--- src/rtl/parallel_input_sampler_pkg.sv ---
// -----------------------------------------------------------------------------
// parallel_input_sampler_pkg
// Purpose : shared parameter-range limits, reset defaults and a counter-width
//           helper for the parallel input sampler and its debounce sub-block.
// Ports   : none (package).
// -----------------------------------------------------------------------------
package parallel_input_sampler_pkg;

    localparam int MAX_WIDTH               = 32;
    localparam int MIN_SYNC_STAGES         = 2;
    localparam int DEFAULT_WIDTH           = 32;
    localparam int DEFAULT_SYNC_STAGES     = 2;
    localparam int DEFAULT_DEBOUNCE_CYCLES = 16;
    localparam logic [MAX_WIDTH-1:0] DEFAULT_RESET_VALUE = '0;

    // Counter must be able to hold the value DEBOUNCE_CYCLES itself.
    function automatic int debounce_cnt_width(input int cycles);
        return (cycles < 1) ? 1 : $clog2(cycles + 1);
    endfunction

endpackage

--- src/rtl/parallel_input_sampler_if.sv ---
// -----------------------------------------------------------------------------
// parallel_input_sampler_if
// Purpose : groups the pad-side inputs and status/control-side signals of the
//           parallel input sampler.
// Signals : in_bits    - asynchronous input lines
//           bus        - synchronised (and filtered) line state
//           rise_flags - sticky 0->1 events      fall_flags - sticky 1->0 events
//           clear_rise - per-bit clear pulse     clear_fall - per-bit clear pulse
//           irq_mask   - per-bit irq enable      irq        - registered interrupt
// Modports: master (register block / bench side), slave (sampler side).
// -----------------------------------------------------------------------------
interface parallel_input_sampler_if #(
    parameter int WIDTH = 32
) ();
    logic [WIDTH-1:0] in_bits;
    logic [WIDTH-1:0] bus;
    logic [WIDTH-1:0] rise_flags;
    logic [WIDTH-1:0] fall_flags;
    logic [WIDTH-1:0] clear_rise;
    logic [WIDTH-1:0] clear_fall;
    logic [WIDTH-1:0] irq_mask;
    logic             irq;

    modport master (
        output in_bits, clear_rise, clear_fall, irq_mask,
        input  bus, rise_flags, fall_flags, irq
    );

    modport slave (
        input  in_bits, clear_rise, clear_fall, irq_mask,
        output bus, rise_flags, fall_flags, irq
    );
endinterface

--- src/rtl/parallel_input_sampler_debounce_bit.sv ---
// -----------------------------------------------------------------------------
// sampler_debounce_bit
// Purpose : single-line debounce filter. The stable state only follows the
//           synchronised input after it has differed for DEBOUNCE_CYCLES
//           consecutive cycles.
// Ports   : clk, rst       - clock, synchronous active-high reset
//           i_sync         - synchronised input line
//           o_state        - registered debounced state
//           o_state_next   - value o_state takes on the next edge (for edge detect)
// -----------------------------------------------------------------------------
module sampler_debounce_bit
    import parallel_input_sampler_pkg::*;
#(
    parameter int   DEBOUNCE_CYCLES = DEFAULT_DEBOUNCE_CYCLES,
    parameter logic RESET_BIT       = 1'b0
) (
    input  logic clk,
    input  logic rst,
    input  logic i_sync,
    output logic o_state,
    output logic o_state_next
);
    localparam int            CW       = debounce_cnt_width(DEBOUNCE_CYCLES);
    localparam logic [CW-1:0] CNT_LAST = CW'(DEBOUNCE_CYCLES - 1);

    logic [CW-1:0] r_cnt;
    logic [CW-1:0] w_cnt_next;
    logic          r_state;
    logic          w_state_next;

    // The cycle on which the count would reach DEBOUNCE_CYCLES is the toggle
    // cycle, so compare against DEBOUNCE_CYCLES-1 and restart from zero.
    always_comb begin
        w_state_next = r_state;
        w_cnt_next   = '0;
        if (i_sync != r_state) begin
            if (r_cnt == CNT_LAST) begin
                w_state_next = i_sync;
            end else begin
                w_cnt_next = r_cnt + 1'b1;
            end
        end
    end

    always_ff @(posedge clk) begin
        if (rst) begin
            r_cnt   <= '0;
            r_state <= RESET_BIT;
        end else begin
            r_cnt   <= w_cnt_next;
            r_state <= w_state_next;
        end
    end

    assign o_state      = r_state;
    assign o_state_next = w_state_next;
endmodule

--- src/rtl/parallel_input_sampler.sv ---
// -----------------------------------------------------------------------------
// parallel_input_sampler
// Purpose : samples WIDTH asynchronous lines through SYNC_STAGES flops, presents
//           them as a registered bus, latches sticky rise/fall events with
//           per-bit clear (set beats clear) and drives a masked, registered irq.
// Ports   : clk  - system clock
//           rst  - synchronous reset, active-high
//           sif  - parallel_input_sampler_if.slave (in_bits, bus, flags,
//                  clears, irq_mask, irq)
// Build   : define PARALLEL_INPUT_SAMPLER_DEBOUNCE_EN to insert a per-bit
//           debounce filter (sampler_debounce_bit) between sync chain and bus.
// -----------------------------------------------------------------------------
module parallel_input_sampler
    import parallel_input_sampler_pkg::*;
#(
    parameter int               WIDTH           = DEFAULT_WIDTH,
    parameter int               SYNC_STAGES     = DEFAULT_SYNC_STAGES,
    parameter logic [WIDTH-1:0] RESET_VALUE     = DEFAULT_RESET_VALUE[WIDTH-1:0],
    parameter int               DEBOUNCE_CYCLES = DEFAULT_DEBOUNCE_CYCLES
) (
    input  logic                     clk,
    input  logic                     rst,
    parallel_input_sampler_if.slave  sif
);
    // Elaboration-time parameter range checks.
    if (WIDTH < 1 || WIDTH > MAX_WIDTH) begin : g_bad_width
        $error("parallel_input_sampler: WIDTH out of range");
    end
    if (SYNC_STAGES < MIN_SYNC_STAGES) begin : g_bad_sync
        $error("parallel_input_sampler: SYNC_STAGES too small");
    end
    if (DEBOUNCE_CYCLES < 1) begin : g_bad_debounce
        $error("parallel_input_sampler: DEBOUNCE_CYCLES must be >= 1");
    end

    logic [WIDTH-1:0] r_sync [SYNC_STAGES];
    logic [WIDTH-1:0] w_sync_out;
    logic [WIDTH-1:0] w_bus;
    logic [WIDTH-1:0] w_bus_next;
    logic [WIDTH-1:0] w_rise_set;
    logic [WIDTH-1:0] w_fall_set;
    logic [WIDTH-1:0] r_rise;
    logic [WIDTH-1:0] r_fall;
    logic             r_irq;

    // Plain flop chain, nothing between stages.
    always_ff @(posedge clk) begin
        if (rst) begin
            for (int k = 0; k < SYNC_STAGES; k++) begin
                r_sync[k] <= RESET_VALUE;
            end
        end else begin
            r_sync[0] <= sif.in_bits;
            for (int k = 1; k < SYNC_STAGES; k++) begin
                r_sync[k] <= r_sync[k-1];
            end
        end
    end

    assign w_sync_out = r_sync[SYNC_STAGES-1];

`ifdef PARALLEL_INPUT_SAMPLER_DEBOUNCE_EN
    // The debounce flop is the bus flop; its next value feeds edge detection.
    for (genvar gi = 0; gi < WIDTH; gi++) begin : g_debounce
        sampler_debounce_bit #(
            .DEBOUNCE_CYCLES (DEBOUNCE_CYCLES),
            .RESET_BIT       (RESET_VALUE[gi])
        ) u_debounce (
            .clk          (clk),
            .rst          (rst),
            .i_sync       (w_sync_out[gi]),
            .o_state      (w_bus[gi]),
            .o_state_next (w_bus_next[gi])
        );
    end
`else
    logic [WIDTH-1:0] r_bus;

    assign w_bus_next = w_sync_out;

    always_ff @(posedge clk) begin
        if (rst) begin
            r_bus <= RESET_VALUE;
        end else begin
            r_bus <= w_bus_next;
        end
    end

    assign w_bus = r_bus;
`endif

    // Events are judged on next vs current bus so the flag sets on the same
    // edge the bus bit changes. Flags are forced to zero during reset, so the
    // reset itself never reports an edge.
    assign w_rise_set = w_bus_next & ~w_bus;
    assign w_fall_set = ~w_bus_next & w_bus;

    always_ff @(posedge clk) begin
        if (rst) begin
            r_rise <= '0;
            r_fall <= '0;
            r_irq  <= 1'b0;
        end else begin
            // OR-ing the set term last makes a colliding set win over clear.
            r_rise <= (r_rise & ~sif.clear_rise) | w_rise_set;
            r_fall <= (r_fall & ~sif.clear_fall) | w_fall_set;
            r_irq  <= |((r_rise | r_fall) & sif.irq_mask);
        end
    end

    assign sif.bus        = w_bus;
    assign sif.rise_flags = r_rise;
    assign sif.fall_flags = r_fall;
    assign sif.irq        = r_irq;
endmodule
--- src/flat_wrapper.sv ---
// flat-port wrapper written by rule: the top's interface ports become plain ports
module parallel_input_sampler_flat import parallel_input_sampler_pkg::*;
#(
    parameter int               WIDTH           = DEFAULT_WIDTH,
    parameter int               SYNC_STAGES     = DEFAULT_SYNC_STAGES,
    parameter logic [WIDTH-1:0] RESET_VALUE     = DEFAULT_RESET_VALUE[WIDTH-1:0],
    parameter int               DEBOUNCE_CYCLES = DEFAULT_DEBOUNCE_CYCLES
)
  (clk, rst, sif_in_bits, sif_clear_rise, sif_clear_fall, sif_irq_mask, sif_bus, sif_rise_flags, sif_fall_flags, sif_irq);
  parallel_input_sampler_if #(.WIDTH(WIDTH)) sif_i ();
  input  logic clk;
  input  logic rst;
  input wire logic [$bits(sif_i.in_bits)-1:0] sif_in_bits;
  input wire logic [$bits(sif_i.clear_rise)-1:0] sif_clear_rise;
  input wire logic [$bits(sif_i.clear_fall)-1:0] sif_clear_fall;
  input wire logic [$bits(sif_i.irq_mask)-1:0] sif_irq_mask;
  output wire logic [$bits(sif_i.bus)-1:0] sif_bus;
  output wire logic [$bits(sif_i.rise_flags)-1:0] sif_rise_flags;
  output wire logic [$bits(sif_i.fall_flags)-1:0] sif_fall_flags;
  output wire logic [$bits(sif_i.irq)-1:0] sif_irq;
  assign sif_i.in_bits = sif_in_bits;
  assign sif_i.clear_rise = sif_clear_rise;
  assign sif_i.clear_fall = sif_clear_fall;
  assign sif_i.irq_mask = sif_irq_mask;
  assign sif_bus = sif_i.bus;
  assign sif_rise_flags = sif_i.rise_flags;
  assign sif_fall_flags = sif_i.fall_flags;
  assign sif_irq = sif_i.irq;
  parallel_input_sampler #(.WIDTH(WIDTH), .SYNC_STAGES(SYNC_STAGES), .RESET_VALUE(RESET_VALUE), .DEBOUNCE_CYCLES(DEBOUNCE_CYCLES)) u_core (.clk(clk), .rst(rst), .sif(sif_i));
endmodule
--- config.mk ---
export PLATFORM = sky130hd
export DESIGN_NAME = parallel_input_sampler_flat
export DESIGN_NICKNAME = d
export VERILOG_FILES = /design/src/rtl/parallel_input_sampler_pkg.sv /design/src/rtl/parallel_input_sampler_if.sv /design/src/rtl/parallel_input_sampler_debounce_bit.sv /design/src/rtl/parallel_input_sampler.sv /design/src/flat_wrapper.sv
export SDC_FILE = /design/constraint.sdc
export NUM_CORES = 1
export LEC_CHECK = 0
export ABC_AREA = 1
export CAP_MARGIN = 40
export CORE_ASPECT_RATIO = 1.4
export CORE_MARGIN = 1.5
export CORE_UTILIZATION = 35
export CTS_BUF_LIST = sky130_fd_sc_hd__clkbuf_2 sky130_fd_sc_hd__clkbuf_4 sky130_fd_sc_hd__clkbuf_8
export CTS_CLUSTER_DIAMETER = 150
export DETAILED_ROUTE_END_ITERATION = 6
export PLACE_DENSITY = 0.81
export SYNTH_ARGS = -nofsm -noshare
export SYNTH_HDL_FRONTEND = slang
export SYNTH_SLANG_ARGS = --single-unit
--- constraint.sdc ---
create_clock -name clk -period 0.8 [get_ports clk]
set_input_delay 0.12 -clock clk [delete_from_list [all_inputs] [get_ports clk]]
set_output_delay 0.12 -clock clk [all_outputs]
set_load 0.01 [all_outputs]
==> metrics.txt <==
via count=5219; Final Cell Area=0.00950 mm²; Final setup viols=107; commonest non-fill, non-tap cells in the layout=inv_1, clkdlybuf4s50_1, buf_6; CP cell instances=o21ai_2 -> nand2_1 -> nor2_2 -> nand2_2 -> nor2_4 -> a21oi_1; Routed WL=15.6 mm; Crit path max-delay family=simple AND/OR/NAND/NOR gates; global router's overall resource usage=18.6%; HP Class=in2reg; Buffers on Ports=226; largest net degree at the start of global routing=25; total power=16.3 mW; Post-DRT Antenna Nets=0; pwr dens=1710 mW/mm²; RSZ-0062 raised after global routing=yes; Max-cap violations=0; crit share post-route=144%; VDD IR max=0.880 mV; DRC Markers=0; Crit. End Element=flip-flop; Sum Neg Setup Slack=-23.29 ns; # diodes=0; first-pass GRT wire length=23.6 mm; WL/cell=12.9 µm; Crit path arrival time=1.48 ns; CTS tree=built; detailed placement HPWL=11.3 mm; CTS hold repair buffers=0; Post-Syn Instances=690; Pre-antenna DRT Iters=4; Ports=227; footprint of the multi-input gates=0.00157 mm²; mapped cell area=0.00559 mm²; synth unique cells=14; CP Data Required Time=1.12 ns; dpl cell area=0.00843 mm²; Hold Fails Final Rpt=0; status=complete, but fails checks; Longest Clk Path Bufs=2; Worst Path Max Fanout=3; fin nets=1131; Layout Skew=0.0161 ns; Clock Sinks=161; Largest stage delay, worst path=0.37 ns; commonest non-fill, non-tap cell in the layout=inv_1; number of vias per cell=4.32; syn nets=820; Clk pin slew, worst setup/hold paths=0.10 ns; max-slew violation count=0; min cycle time layout=1.15 ns; P_leak=4.23 nW; proportion of layout cells with a drive suffix above 1=36.7%; Die Area=0.0168 mm²; initial antenna violation count=0; Layout Area Growth over Synthesis=69.8%; Reg area=0.00335 mm²; Starting Density=35.8%; Startpoint Class=flip-flop; H-tree depth=4; sequential area share after synthesis=57.6%; Avg Cell Area, Syn=8.10 µm²; gp weighted congestion=0.902; Congestion Overflow GR=0; slowest stage cell, crit path=dfxtp_4; Util after Layout=60.8%; FMAX=866 MHz; hold slack final=0.0974 ns; #FFs+latches synth=161; initial DRC count=150; Die Ht=153 µm; Clock Latency Late Sink=0.44 ns; Die Wd=110 µm; worst slew pin tran=0.266 ns; Final Worst Setup Slack=-0.355 ns; core area=0.0156 mm²; # rows=54; CP Class=reg2reg; CP bufs+invs=0; failing checks=setup timing; CTS root buf=clkbuf_8; Max-slew headroom=82.1%; vias in the first global route=5169; # fillers=1254; Synth warnings=0; CTS Buf Count=17
-- layout make-up --
type / count / share of cell area [%]
inverters: 206 / 8.17
clock buffers: 18 / 2.54
flip-flops and latches: 161 / 35.3
well taps: 196 / 2.58
multi-input cells: 305 / 16.5
clock inverters: 13 / 1.37
repair buffers: 310 / 33.5
-- cell usage after synthesis (all sizes together) --
library cell,instances,area (µm²)
inv,206,773
dfxtp,161,3220
o21ai,32,160
o22ai,32,200
buf,18,194
a21oi,19,95.1
nor2,138,573
o31ai,14,110
nand2,70,263
-- sequential cells by signal, indices dropped and copies added (netlist names) --
signal,count
u_core.sif.rise_flags,32
u_core.sif.bus,32
u_core.sif.fall_flags,32
u_core.r_sync,64
u_core.sif.irq,1
-- where the power goes --
part	internal, mW	switching (mW)
Sequential	8.33	0.174
Combinational	1.30	0.825
Clock	2.53	3.11
-- repair_timing --
item                                    CTS  global route
resized for setup                       582            50
endpoints found under the setup margin  105           124
buffers inserted                         22            11
gates cloned                              0             0
pin swaps                                 3            20
hold endpoints to repair                  0             0
-- worst paths after layout --
path / start / to / slack [ns] / cells past startpoint
hold / removal: rst / u_core.sif.fall_flags[31]$_SDFF_PP0_ / 0.1 / 3
hold reg to reg: u_core.r_sync[0][9]$_SDFF_PP0_ / u_core.r_sync[0][41]$_SDFF_PP0_ / 0.40 / 2
setup / recovery: u_core.sif.fall_flags[27]$_SDFF_PP0_ / u_core.sif.irq$_SDFF_PP0_ / -0.35 / 6
setup reg to reg: u_core.sif.fall_flags[27]$_SDFF_PP0_ / u_core.sif.irq$_SDFF_PP0_ / -0.35 / 6
-- worst min-delay path, delay by kind of cell --
family | cells | cell delay (ns)
buffers and inverters | 2 | 0.33
and+or+nand+nor | 1 | 0.04
-- kinds of logic (layout without fill, tap and decap cells) --
kind of cell | Yosys count | after routing | synth area share [%]
compound gates | 97 | 97 | 10.1
buf+inv | 224 | 547 | 17.3
flops | 161 | 161 | 57.6
simple gates | 208 | 208 | 14.9
-- per-layer routing --
layer  part of all wire, %  GRT usage [%]  up-vias
li1                      -              -     2638
met1                    36           17.3     2358
met2                    54           34.2      165
met3                   4.7           4.23       58
met4                   5.5           13.2        0
met5                     0              0        -
-- stage by stage --
step | worst slack [ns] | cells
floorplan | -0.0975 | 690
global placement | -0.644 | 1150
detailed placement | -0.675 | 1150
CTS | -0.356 | 1203
global route | -0.435 | 1209
finish | -0.355 | 1209
Power figures use the tool's default switching activity.
